### src/rtl/bus32_to16_bridge.sv
// Splits 32-bit core requests into up to two 16-bit narrow-bus phases and reassembles read data.
// Per-phase watchdog aborts a stalled phase, returning all-ones data and raising a sticky error flag.
module bus32_to16_bridge #(
  parameter int ADDR_W  = 24,
  parameter int TIMEOUT = 1024,
  parameter int CNT_W   = 11
) (
  input  logic              clk,
  input  logic              rst,
  input  logic [31:0]       s_addr,
  input  logic [31:0]       s_wdata,
  input  logic              s_wr,
  input  logic [3:0]        s_lane,
  input  logic              s_valid,
  output logic              s_ready,
  output logic [31:0]       s_rdata,
  output logic [ADDR_W-1:0] m_addr,
  output logic [15:0]       m_wdata,
  output logic              m_wr,
  output logic [1:0]        m_be,
  output logic              m_valid,
  input  logic              m_ready,
  input  logic [15:0]       m_rdata,
  output logic              bus_err,
  input  logic              err_clr
);

  typedef enum logic [1:0] {IDLE, LO, HI, DONE} state_t;

  state_t              state_q, state_d;
  logic [ADDR_W-3:0]   wa_q, wa_d;
  logic [31:0]         wdata_q, wdata_d;
  logic                wr_q, wr_d;
  logic [3:0]          lane_q, lane_d;
  logic [31:0]         acc_q, acc_d;
  logic [CNT_W-1:0]    cnt_q, cnt_d;
  logic                bus_err_q, bus_err_d;
  logic                s_ready_q, s_ready_d;
  logic [ADDR_W-1:0]   m_addr_q, m_addr_d;
  logic [15:0]         m_wdata_q, m_wdata_d;
  logic                m_wr_q, m_wr_d;
  logic [1:0]          m_be_q, m_be_d;
  logic                m_valid_q, m_valid_d;
  logic                xfer, expire, set_err;
  logic                unused_addr;

  // Only the halfword-aligned part of the address below ADDR_W reaches the narrow bus.
  assign unused_addr = ^s_addr;

  assign xfer   = m_valid_q & m_ready;
  assign expire = (TIMEOUT != 0) && (cnt_q == CNT_W'(TIMEOUT - 1)) && !xfer;

  always_comb begin
    state_d   = state_q;
    wa_d      = wa_q;
    wdata_d   = wdata_q;
    wr_d      = wr_q;
    lane_d    = lane_q;
    acc_d     = acc_q;
    set_err   = 1'b0;
    m_addr_d  = m_addr_q;
    m_wdata_d = m_wdata_q;
    m_wr_d    = m_wr_q;
    m_be_d    = m_be_q;

    case (state_q)
      IDLE: begin
        if (s_valid) begin
          wa_d    = s_addr[ADDR_W-1:2];
          wdata_d = s_wdata;
          wr_d    = s_wr;
          lane_d  = s_lane;
          acc_d   = 32'h0;
          if (|s_lane[1:0])      state_d = LO;
          else if (|s_lane[3:2]) state_d = HI;
          else                   state_d = DONE;
        end
      end
      LO: begin
        if (xfer) begin
          if (!wr_q) acc_d[15:0] = m_rdata;
          state_d = (|lane_q[3:2]) ? HI : DONE;
        end else if (expire) begin
          acc_d   = 32'hFFFF_FFFF;
          set_err = 1'b1;
          state_d = DONE;
        end
      end
      HI: begin
        if (xfer) begin
          if (!wr_q) acc_d[31:16] = m_rdata;
          state_d = DONE;
        end else if (expire) begin
          acc_d   = 32'hFFFF_FFFF;
          set_err = 1'b1;
          state_d = DONE;
        end
      end
      default: state_d = IDLE;
    endcase

    // Bus fields are registered from the state being entered, so they track the phase exactly.
    m_valid_d = (state_d == LO) || (state_d == HI);
    s_ready_d = (state_d == DONE);
    if (state_d == LO) begin
      m_addr_d  = {wa_d, 2'b00};
      m_be_d    = lane_d[1:0];
      m_wdata_d = wdata_d[15:0];
      m_wr_d    = wr_d;
    end else if (state_d == HI) begin
      m_addr_d  = {wa_d, 2'b10};
      m_be_d    = lane_d[3:2];
      m_wdata_d = wdata_d[31:16];
      m_wr_d    = wr_d;
    end

    if (m_valid_d && (state_d != state_q)) cnt_d = '0;
    else if (!xfer)                        cnt_d = cnt_q + 1'b1;
    else                                   cnt_d = cnt_q;

    bus_err_d = set_err | (bus_err_q & ~err_clr);
  end

  always_ff @(posedge clk or posedge rst) begin
    if (rst) begin
      state_q   <= IDLE;
      wa_q      <= '0;
      wdata_q   <= '0;
      wr_q      <= 1'b0;
      lane_q    <= '0;
      acc_q     <= '0;
      cnt_q     <= '0;
      bus_err_q <= 1'b0;
      s_ready_q <= 1'b0;
      m_addr_q  <= '0;
      m_wdata_q <= '0;
      m_wr_q    <= 1'b0;
      m_be_q    <= '0;
      m_valid_q <= 1'b0;
    end else begin
      state_q   <= state_d;
      wa_q      <= wa_d;
      wdata_q   <= wdata_d;
      wr_q      <= wr_d;
      lane_q    <= lane_d;
      acc_q     <= acc_d;
      cnt_q     <= cnt_d;
      bus_err_q <= bus_err_d;
      s_ready_q <= s_ready_d;
      m_addr_q  <= m_addr_d;
      m_wdata_q <= m_wdata_d;
      m_wr_q    <= m_wr_d;
      m_be_q    <= m_be_d;
      m_valid_q <= m_valid_d;
    end
  end

  assign s_ready = s_ready_q;
  assign s_rdata = acc_q;
  assign m_addr  = m_addr_q;
  assign m_wdata = m_wdata_q;
  assign m_wr    = m_wr_q;
  assign m_be    = m_be_q;
  assign m_valid = m_valid_q;
  assign bus_err = bus_err_q;

endmodule

### config.mk
export PLATFORM = sky130hd
export DESIGN_NAME = bus32_to16_bridge
export DESIGN_NICKNAME = d
export VERILOG_FILES = /design/src/rtl/bus32_to16_bridge.sv
export SDC_FILE = /design/constraint.sdc
export NUM_CORES = 1
export LEC_CHECK = 0
export CORE_ASPECT_RATIO = 1.5
export CORE_MARGIN = 2
export CORE_UTILIZATION = 50
export CTS_CLUSTER_DIAMETER = 40
export CTS_CLUSTER_SIZE = 8
export DETAILED_ROUTE_END_ITERATION = 12
export PLACE_DENSITY = 0.8
export SYNTH_ARGS = -nofsm -noshare
export SYNTH_HDL_FRONTEND = slang
export SYNTH_SLANG_ARGS = --single-unit
### constraint.sdc
create_clock -name clk -period 5.55 [get_ports clk]
set_input_delay 0.555 -clock clk [delete_from_list [all_inputs] [get_ports clk]]
set_output_delay 0.555 -clock clk [all_outputs]
set_load 0.1 [all_outputs]
Word level (Yosys, flattened, before mapping)
Index checks and enable logic that the tools add are counted.

Add/sub/neg operators: 1. Eq/ne operators: 13. Muxes and demuxes: 37. Bitwise operators: 4. Reduce and logical (&&, ||, !) cells: 13.

Operators by type and width (count): 32-bit two-way mux (4); 16-bit two-way mux (7); 32-bit one-hot mux with 3 select lines (1); 24-bit two-way mux (2); 22-bit two-way mux (2); 11-bit two-way mux (2); 2-bit two-way mux (7); 11-bit by 1-bit adder with 11-bit output (second input constant) (1); 11-bit by 10-bit == test with 1-bit output (second input constant) (1); 1-bit two-way mux (9); 4-bit two-way mux (2); 4-bit AND reduction (2); 2-bit OR reduction (4); 2-bit == test (second input constant) (3); 2-bit inequality test (second input constant) (3); 3-bit inequality test (second input constant) (2); 2-bit one-hot mux with 3 select lines (1); 2-bit by 1-bit == test with 1-bit output (second input constant) (2); 3-bit nonzero test (1); 1-bit AND (2); 1-bit logical AND (2); 2-bit logical NOT (1); 2-bit by 1-bit inequality test with 1-bit output (second input constant) (1); 2-bit inequality test (1); 5 further kinds (5).

Register bits: 150. Input port bits: 90. Logic and storage cells: 83.

Logic depth before layout (Yosys ltp)
Gate-level depths: netlist (run 1).

Depth after elaboration: 10. Gate-level depth with buffers: 12. Depth with buffers taken out: 10.

Worst setup path before layout (run 1)
Ideal clock, no wire load.

Path type: register -> register. Start: register m_valid_q, in the netlist m_valid. End: register m_wdata_q[0], in the netlist m_wdata[0]. Setup time: 122 ps. Arrival time: 3022 ps. Required time: 5428 ps. Path slack: 2406 ps. Stages on the path, launching flop included: 11. Buffers on the path: 2. Path through: dfrtp_1 -> nand2_1 -> o31ai_1 -> nand2_1 -> a31oi_1 -> ha_1 -> clkbuf_1 -> buf_1 -> mux2_2 -> nand2_1 -> nand2_1.

Word-level cells in the longest chain between the ends: 8. Elaborated cells between the ends (all ways): 11. Classes of those cells: eq/ne: 2; mux: 5; bitwise: 1; reduce/logical: 3.

RTL lines: from (decl) (RTL line 43) `logic m_valid_q, m_valid_d;`; from (signal assigned) (RTL line 154) `m_valid_q <= m_valid_d;`; 1-bit AND (*) (RTL line 50) `assign xfer = m_valid_q & m_ready;`; 1-bit logical NOT; 1-bit logical AND (RTL line 51) `assign expire = (TIMEOUT != 0) && (cnt_q == CNT_W'(TIMEOUT - 1)) && !xfer;`; 2-bit two-way mux (RTL line 83, 93); 2-bit two-way mux, on equally long branches (RTL line 90, 80); 2-bit one-hot mux with 3 select lines (*) (RTL line 66) `case (state_q)`; net state_d[0] (RTL line 30) `state_t state_q, state_d;`; 2-bit by 1-bit == test with 1-bit output / 2-bit == test (equally long branches) (RTL line 105, 110); 16-bit two-way mux / 2-bit nonzero test (equally long branches); to (signal assigned) (RTL line 151) `m_wdata_q <= m_wdata_d;`; to (decl) (RTL line 40) `logic [15:0] m_wdata_q, m_wdata_d;`.

Mark *: on every way through the listed nets, which the timed path passes. The rest lies on a longest branch. A chain may end at the register's enable or synchronous reset.

Worst setup path in the final report (run 1)
Start: register state_q[1]. End: register cnt_q[1].

Elaborated cells between the ends (all ways): 15. Classes of those cells: eq/ne: 6; mux: 6; reduce/logical: 3.

RTL lines: from (decl) (RTL line 30); from (signal assigned) (RTL line 141) `state_q <= state_d;`; 2-bit == test, or another cell as far along (RTL line 66); 2-bit one-hot mux with 3 select lines (*) (RTL line 66); net state_d[0] (RTL line 30); 2-bit by 1-bit == test with 1-bit output / 2-bit == test (equally long branches) (RTL line 103) `m_valid_d = (state_d == LO) || (state_d == HI);`; 1-bit logical OR (RTL line 103); 1-bit logical AND (*) (RTL line 117) `if (m_valid_d && (state_d != state_q)) cnt_d = '0;`; 2-bit by 1-bit inequality test with 1-bit output (no source line) / 11-bit two-way mux (equally long branches); to (signal assigned) (RTL line 147) `cnt_q <= cnt_d;`; to (decl) (RTL line 36) `logic [CNT_W-1:0] cnt_q, cnt_d;`.

Marked as above.

==> results of run 1 <==
-- cell families after synthesis --
family,Yosys count
simple gates,137
buf+inv,54
flops,149
mux,101
xor+xnor,10
fa+ha+maj,7
other cells,1
compound gates,150
-- metal layers --
metal	vias to the layer above	wire length (um)	global-route usage, %
li1	2450	-	-
met1	2694	6690	29.2
met2	188	8780	38.5
met3	16	1350	8.17
met4	0	316	7.30
met5	-	0	0
-- per-stage QoR --
step                      setup WS, ps  instances  instance area (um2)
after global routing              1630        926                 9280
after floorplan                    987        609                 7080
after CTS                         2040        926                 9280
after global placement            1910        894                 8710
final                             2030        926                 9280
after detailed placement          1870        894                 8710
-- worst max-delay path, stage by stage (launching register included) --
cell,delay (ps)
dfrtp_1,430
inv_1,160
ha_1,160
buf_4,370
a21o_1,190
nand2_1,70
a31oi_1,340
ha_1,600
clkinv_1,160
nand2_1,60
o22ai_1,690
nor3_1,120
-- state kept, by name (all words and copies together) (netlist names), 2 cells and up --
signal and flops:
cnt_q 11, m_addr 23, wdata_q 32, m_be 2, lane_q 4, m_wdata 16, s_rdata 32, wa_q 22
state_q 2
-- placed cells by master (no fill, tap or decap), types with 4 or more instances in the layout --
master and instances:
nor2_1 42, clkinvlp_4 4, nand2_1 63, buf_4 10, a211oi_1 36, clkbuf_16 17
xnor2_1 9, o21ai_0 36, inv_1 6, ha_1 7, clkdlybuf4s50_1 156, inv_6 6
o21a_1 33, nor3_1 12, mux2_2 99, a211oi_2 28, dfrtp_1 149
-- worst max-delay path by stage --
stage,from,endpoint,cells after the start
6_report,state_q[1],cnt_q[1],11
2_1_floorplan,rst,bus_err,1
5_1_grt,cnt_q[0],cnt_q[3],10
3_5_place_dp,m_ready,m_addr[12],9
4_1_cts,state_q[1],m_addr[12],10
3_3_place_gp,m_ready,m_addr[5],9
-- area by class of cell --
class                           count  area [um2]  share of cell area [%]
Sequential cell                   149        3730                    40.2
Timing Repair Buffer              166        1640                    17.6
Clock buffer                       18         429                    4.62
Multi-Input combinational cell    406        3100                    33.4
Tap cell                          165         206                    2.22
Inverter                            8        35.0                   0.377
Clock inverter                     14         143                    1.54
==> flow_summary.json, run 1 <==
{
  "synth.yosys.seq_area_share_pct": 52.7,
  "yosys_warnings": 0,
  "yosysMostFrequentCell": "dfrtp_1",
  "synth_top_family_by_area": "compound AO/OA/AOI/OAI gates",
  "antenna_found_initial": 0,
  "setup_violations": 0,
  "wirelength_um": 17100,
  "whs_ps": 469,
  "fillers": 1064,
  "synth-edff-count": 0,
  "cts_buffer_depth": 2,
  "path_class": "reg -> reg",
  "rsz0062_at_grt": "no",
  "syn-num-nets": 706,
  "worstHoldStart": "m_wdata[9]",
  "period_share_pct": 63.5,
  "yosys-top-cells-count": "dfrtp_1, mux2_2, nand2_1",
  "clock_sink_count": 149,
  "synth-simple-area-share_pct": 8.63,
  "min_to": "m_wdata[9]",
  "ff2ff_path_depth": 11,
  "grt_pass1_vias": 5572,
  "first_pass_iters": 5,
  "grtUsageTotal_pct": 23.5,
  "finalClockSkew_ps": 8.51,
  "synth.area.mux_share_pct": 16.0,
  "grt_max_degree": 103,
  "h-tree-depth": 4,
  "cts_inserted_buffers": 17,
  "die_area_mm2": 0.0151,
  "maxCapViolCount": 0,
  "drtIter0Drc": 189,
  "gp_congestion": 0.857,
  "dr_total_vias": 5348,
  "route.detailed.drc": 0,
  "area_growth_pct": 31.2,
  "cp-start-kind": "flop",
  "clk_pin_slew_ps": 60,
  "cp_max_fo": 40,
  "outcome": "completed",
  "ys_dominant_reg_cell": "dfrtp_1",
  "syn_inst": 609,
  "synthDistinctLibCells": 40,
  "tritoncts": "yes",
  "r2r_start": "state_q[1]",
  "diodes": 0,
  "synth_compound_area_share_pct": 16.7,
  "postCtsHoldBufs": 0,
  "arrival_ps": 3770,
  "post-cts-setup-buffers": 0,
  "report.final.hold_viol_count": 0,
  "required_ps": 5800,
  "min_path_type": "reg -> reg",
  "root_buffer": "clkbuf_16",
  "die_h_um": 150,
  "fin_nets": 845,
  "grt_pass1_wl_um": 28300,
  "vias_per_cell": 5.78,
  "max_freq_ghz": 0.284,
  "coreArea_mm2": 0.0139,
  "cts.repair.resized": 0,
  "regToRegSetupSlack_ps": 2030,
  "clock_latency_ps": 410,
  "die_x_um": 101,
  "drv_slew": 0,
  "start_util_pct": 50.8,
  "synth_top_area_cell": "dfrtp_1",
  "synthXorXnorAreaFrac_pct": 1.24,
  "synth_area_mm2": 0.00708,
  "end_kind": "flop",
  "max_slew.worst_pin.slew_ps": 1200,
  "tns_ps": 0,
  "drive_gt1_share_pct": 22.9,
  "pin_count": 168,
  "row_count": 53,
  "port_buffers": 156,
  "slew_headroom_pct": 19.9,
  "whs_path_depth": 2,
  "ys_top_cells_by_area": "dfrtp_1, mux2_2, a211oi_2",
  "period_minus_slack_ps": 3520,
  "ant_nets": 0,
  "synthAdderAreaFrac_pct": 1.24,
  "dpl.hpwl_um": 11700,
  "routedWlPerCell_um": 18.5,
  "r2r-end": "cnt_q[1]",
  "async_reset_ff_share_pct": 100,
  "synth_top_area_share_pct": 52.7,
  "utilization_pct": 66.7,
  "grt_overflow_total": 0,
  "synth-seq-cells": 149,
  "avgSynthCellArea_um2": 11.6
}
Power of run 1 is left out: the tool's default activity adds up to more than one toggle a clock period on the data nets, which glitch-free logic cannot reach.
==> run 2, diff against run 1 <==
Settings changed: CORE_UTILIZATION 50 to 45, PLACE_DENSITY 0.8 to 0.76.
Clock period 5.55 ns to 3 ns, I/O delays scaled along.
==> run 2 against run 1 <==
Wire length is 0.33% higher. Hold slack worse by 220 ps. Utilization is 6.8 points lower. Sequential share of layout area is 0.084 points higher. Register-to-register slack worse by 1800 ps. Non-clock buffer count is 9 higher. Via count is 0.28% lower. Largest cell class unchanged.
==> flow_summary.json, run 2 (synthesized netlist as in run 1, its figures left out) <==
{
  "ff2ff_path_depth": 9,
  "ant_nets": 0,
  "area_growth_pct": 30.9,
  "wirelength_um": 17200,
  "post-cts-setup-buffers": 0,
  "cts_buffer_depth": 2,
  "multi_input_area_mm2": 0.00311,
  "setup_violations": 0,
  "die_area_mm2": 0.0168,
  "dpl.hpwl_um": 11900,
  "clock_sink_count": 149,
  "max_freq_ghz": 0.363,
  "r2r-end": "m_wr",
  "drtIter0Drc": 235,
  "final_area_mm2": 0.00927,
  "port_buffers": 156,
  "slowest_delay_ps": 420,
  "worstPathBufferInverterCount": 2,
  "finalClockSkew_ps": 10.1,
  "routedWlPerCell_um": 17.7,
  "regToRegSetupSlack_ps": 240,
  "grt_overflow_total": 0,
  "row_count": 56,
  "cp_max_fo": 16,
  "antenna_found_initial": 0,
  "grtUsageTotal_pct": 21.5,
  "root_buffer": "clkbuf_16",
  "drive_gt1_share_pct": 32.9,
  "pin_count": 168,
  "outcome": "completed",
  "clock_latency_ps": 420,
  "first_pass_iters": 4,
  "whs_ps": 249,
  "gp_congestion": 0.816,
  "end_kind": "flop",
  "h-tree-depth": 4,
  "tns_ps": 0,
  "cp-start-kind": "flop",
  "grt_pass1_vias": 5728,
  "fin_nets": 854,
  "min_path_type": "in -> async",
  "place_area_mm2": 0.00869,
  "die_x_um": 106,
  "cp_slowest_cell": "dfrtp_1",
  "required_ps": 3300,
  "grt_pass1_wl_um": 28600,
  "tritoncts": "yes",
  "seq_area_mm2": 0.00373,
  "path_cells": "ha_1, nand4b_1, o31ai_2, nand2_1, a31oi_1, ha_1, clkinv_1, buf_4, mux2_2",
  "vias_per_cell": 5.49,
  "report.final.hold_viol_count": 0,
  "path_delay_family": "compound AO/OA/AOI/OAI gates",
  "dr_total_vias": 5333,
  "grt_max_degree": 89,
  "period_share_pct": 92.0,
  "arrival_ps": 3050,
  "fillers": 1288,
  "path_class": "reg -> reg",
  "diodes": 0,
  "route.detailed.drc": 0,
  "maxCapViolCount": 0,
  "start_util_pct": 45.7,
  "drv_slew": 0,
  "rsz0062_at_grt": "no",
  "r2r_start": "cnt_q[0]",
  "max_slew.worst_pin.slew_ps": 991,
  "final_cell_mix": "dfrtp_1, mux2_2, clkdlybuf4s50_1",
  "final_common_cell": "dfrtp_1",
  "crit_top_cell": "ha_1",
  "postCtsHoldBufs": 0,
  "period_minus_slack_ps": 2760,
  "clk_pin_slew_ps": 70,
  "cts_inserted_buffers": 17,
  "slew_headroom_pct": 33.7,
  "die_h_um": 158,
  "coreArea_mm2": 0.0155
}
-- run 2: area by class of cell --
cell class                      count  share of cell area, %
Sequential cell                   149                   40.3
Multi-Input combinational cell    406                   33.6
Timing Repair Buffer              175                   17.0
Clock buffer                       17                   4.59
Tap cell                          203                   2.74
Clock inverter                     14                   1.54
Inverter                            8                  0.365
-- run 2: worst max path at each step --
| stage | start | end | slack (ps) | depth (start not counted) |
|---|---|---|---|---|
| floorplan | state_q[1] | m_wdata[0] | 70 | 12 |
| global placement | cnt_q[0] | m_addr[17] | 270 | 9 |
| detailed placement | cnt_q[0] | cnt_q[5] | 160 | 10 |
| CTS | cnt_q[0] | cnt_q[5] | 140 | 10 |
| global route | cnt_q[0] | m_wr | 90 | 9 |
| finish | cnt_q[0] | m_wr | 240 | 9 |
-- run 2: metrics by stage --
step | std cells | worst slack (ps) | utilization, %
finish | 972 | 241 | 59.8
global route | 972 | 89.0 | 59.8
CTS | 972 | 141 | 59.8
detailed placement | 941 | 163 | 56.1
global placement | 941 | 266 | 56.1
floorplan | 609 | 67.5 | -
-- run 2: worst reg2reg max path, delay by kind of cell (launching register included) --
family | cells | cell delay (ps)
adders and majority gates | 2 | 570
AOI/OAI and AO/OA | 2 | 610
DFF | 1 | 420
buffers and inverters | 2 | 400
and+or+nand+nor | 2 | 280
muxes | 1 | 370
-- run 2: timing repair --
action	in CTS	in global routing
setup endpoints to repair	0	24
hold endpoints to repair	0	0
gates resized for setup	0	1
-- run 2: layer usage --
| metal | up-vias | global-route usage (%) | wire length (um) |
|---|---|---|---|
| met5 | - | 0 | 0 |
| met4 | 0 | 7.08 | 253 |
| met3 | 24 | 7.16 | 1540 |
| met2 | 196 | 36.3 | 8610 |
| met1 | 2640 | 25.8 | 6790 |
| li1 | 2473 | - | - |
Power of run 2 is left out for the same reason.
==> run 3, diff against run 2 <==
Settings changed: CORE_UTILIZATION 45 to 40, PLACE_DENSITY 0.76 to 0.69.
==> run 3 against run 2 <==
Sequential cell count stayed put. Critical endpoint is now cnt_q[0]. Final area hardly changed. Critical path type unchanged. Global-route usage is 2.4 points lower. Via count is 0.60% lower. Count of clock-buffer cells in the layout is 1 higher. Non-clock buffer count is 3 lower. Die area is 12% higher. Clock skew is 5.6 ps higher. Register-to-register slack better by 40 ps.
==> flow_summary.json, run 3 (synthesized netlist as in run 1, its figures left out) <==
{
  "outcome": "completed",
  "seq_area_mm2": 0.00373,
  "tritoncts": "yes",
  "max_slew.worst_pin.slew_ps": 1000,
  "die_h_um": 167,
  "fin_nets": 851,
  "path_class": "reg -> reg",
  "grtUsageTotal_pct": 19.0,
  "gp_congestion": 0.842,
  "vias_per_cell": 5.41,
  "path_cells": "inv_1, ha_1, nor2b_1, o21ai_0, a31oi_2, ha_1, a21o_1, a311oi_1, buf_4, nor3_1",
  "arrival_ps": 3010,
  "multi_input_area_mm2": 0.00312,
  "fillers": 1513,
  "dr_total_vias": 5301,
  "postCtsHoldBufs": 0,
  "cts_buffer_depth": 2,
  "cp_max_fo": 11,
  "die_x_um": 113,
  "clock_latency_ps": 420,
  "clk_pin_slew_ps": 60,
  "rsz0062_at_grt": "no",
  "area_growth_pct": 30.9,
  "grt_overflow_total": 0,
  "cp_slowest_cell": "dfrtp_1",
  "setup_violations": 0,
  "port_buffers": 156,
  "grt_pass1_vias": 5573,
  "slew_headroom_pct": 33.1,
  "period_share_pct": 90.6,
  "drive_gt1_share_pct": 33.2,
  "pin_count": 168,
  "route.detailed.drc": 0,
  "start_util_pct": 40.8,
  "ant_nets": 0,
  "finalClockSkew_ps": 15.7,
  "final_common_cell": "dfrtp_1",
  "die_area_mm2": 0.0188,
  "drv_slew": 0,
  "fin_cells": 980,
  "period_minus_slack_ps": 2720,
  "final_cell_mix": "dfrtp_1, mux2_2, buf_4",
  "cp-start-kind": "flop",
  "routedWlPerCell_um": 18.0,
  "dpl.hpwl_um": 11800,
  "slowest_delay_ps": 430,
  "min_path_type": "in -> async",
  "wirelength_um": 17600,
  "maxCapViolCount": 0,
  "path_delay_family": "compound AO/OA/AOI/OAI gates",
  "tns_ps": 0,
  "report.final.hold_viol_count": 0,
  "diodes": 0,
  "coreArea_mm2": 0.0173,
  "h-tree-depth": 4,
  "worstPathBufferInverterCount": 2,
  "dp.cells": 948,
  "grt_max_degree": 150,
  "first_pass_iters": 4,
  "cts_inserted_buffers": 17,
  "antenna_found_initial": 0,
  "root_buffer": "clkbuf_16",
  "max_freq_ghz": 0.368,
  "required_ps": 3290,
  "end_kind": "flop",
  "crit_top_cell": "ha_1",
  "row_count": 59,
  "clock_sink_count": 149,
  "grt_pass1_wl_um": 28600,
  "drtIter0Drc": 390
}
[run 3: path summary, 6_finish.rpt]
kind                       startpoint           to  slack [ps]  depth (start not counted)
setup / recovery           state_q[1]     cnt_q[0]         280                         10
hold / removal                    rst  s_rdata[12]         340                          3
setup reg to reg           state_q[1]     cnt_q[0]         280                         10
hold reg to reg               m_be[1]      m_be[1]         480                          2
max in group asynchronous         rst      m_valid        1890                          3
min in group clk              err_clr      bus_err         440                          2
[run 3: layout make-up]
| cell class | instances | share of cell area (%) |
|---|---|---|
| clock buffer | 18 | 4.63 |
| inverter | 8 | 0.365 |
| multi-input combinational | 406 | 33.6 |
| clock inverter | 14 | 1.77 |
| timing repair buffer | 172 | 16.5 |
| sequential | 149 | 40.3 |
| tap | 213 | 2.88 |
[run 3: layer usage]
metal	global-route usage [%]	routed length, um	vias to the layer above
li1	-	-	2476
met1	22.1	7130	2637
met3	7.75	1500	11
met4	5.41	153	0
met5	0	0	-
met2	32.3	8810	177
[run 3: repair_timing]
item | CTS | global route
buffers inserted | 0 | 0
resized for setup | 0 | 2
endpoints found under the setup margin | 0 | 46
[run 3: worst min-delay path, stage by stage]
cell	delay, ps
clkdlybuf4s50_1	440
clkinvlp_4	90
buf_12	430
[run 3: through the flow]
step                      area, um2  setup slack [ps]  utilization (%)  hold WS [ps]
after global placement         8660               236             49.9           458
after detailed placement       8660               143             49.9           464
after global routing           9270              65.0             53.4           455
final                          9270               282             53.4           343
after CTS                      9250               134             53.3           427
after floorplan                7080              67.5                -           396
Power of run 3 is left out for the same reason.
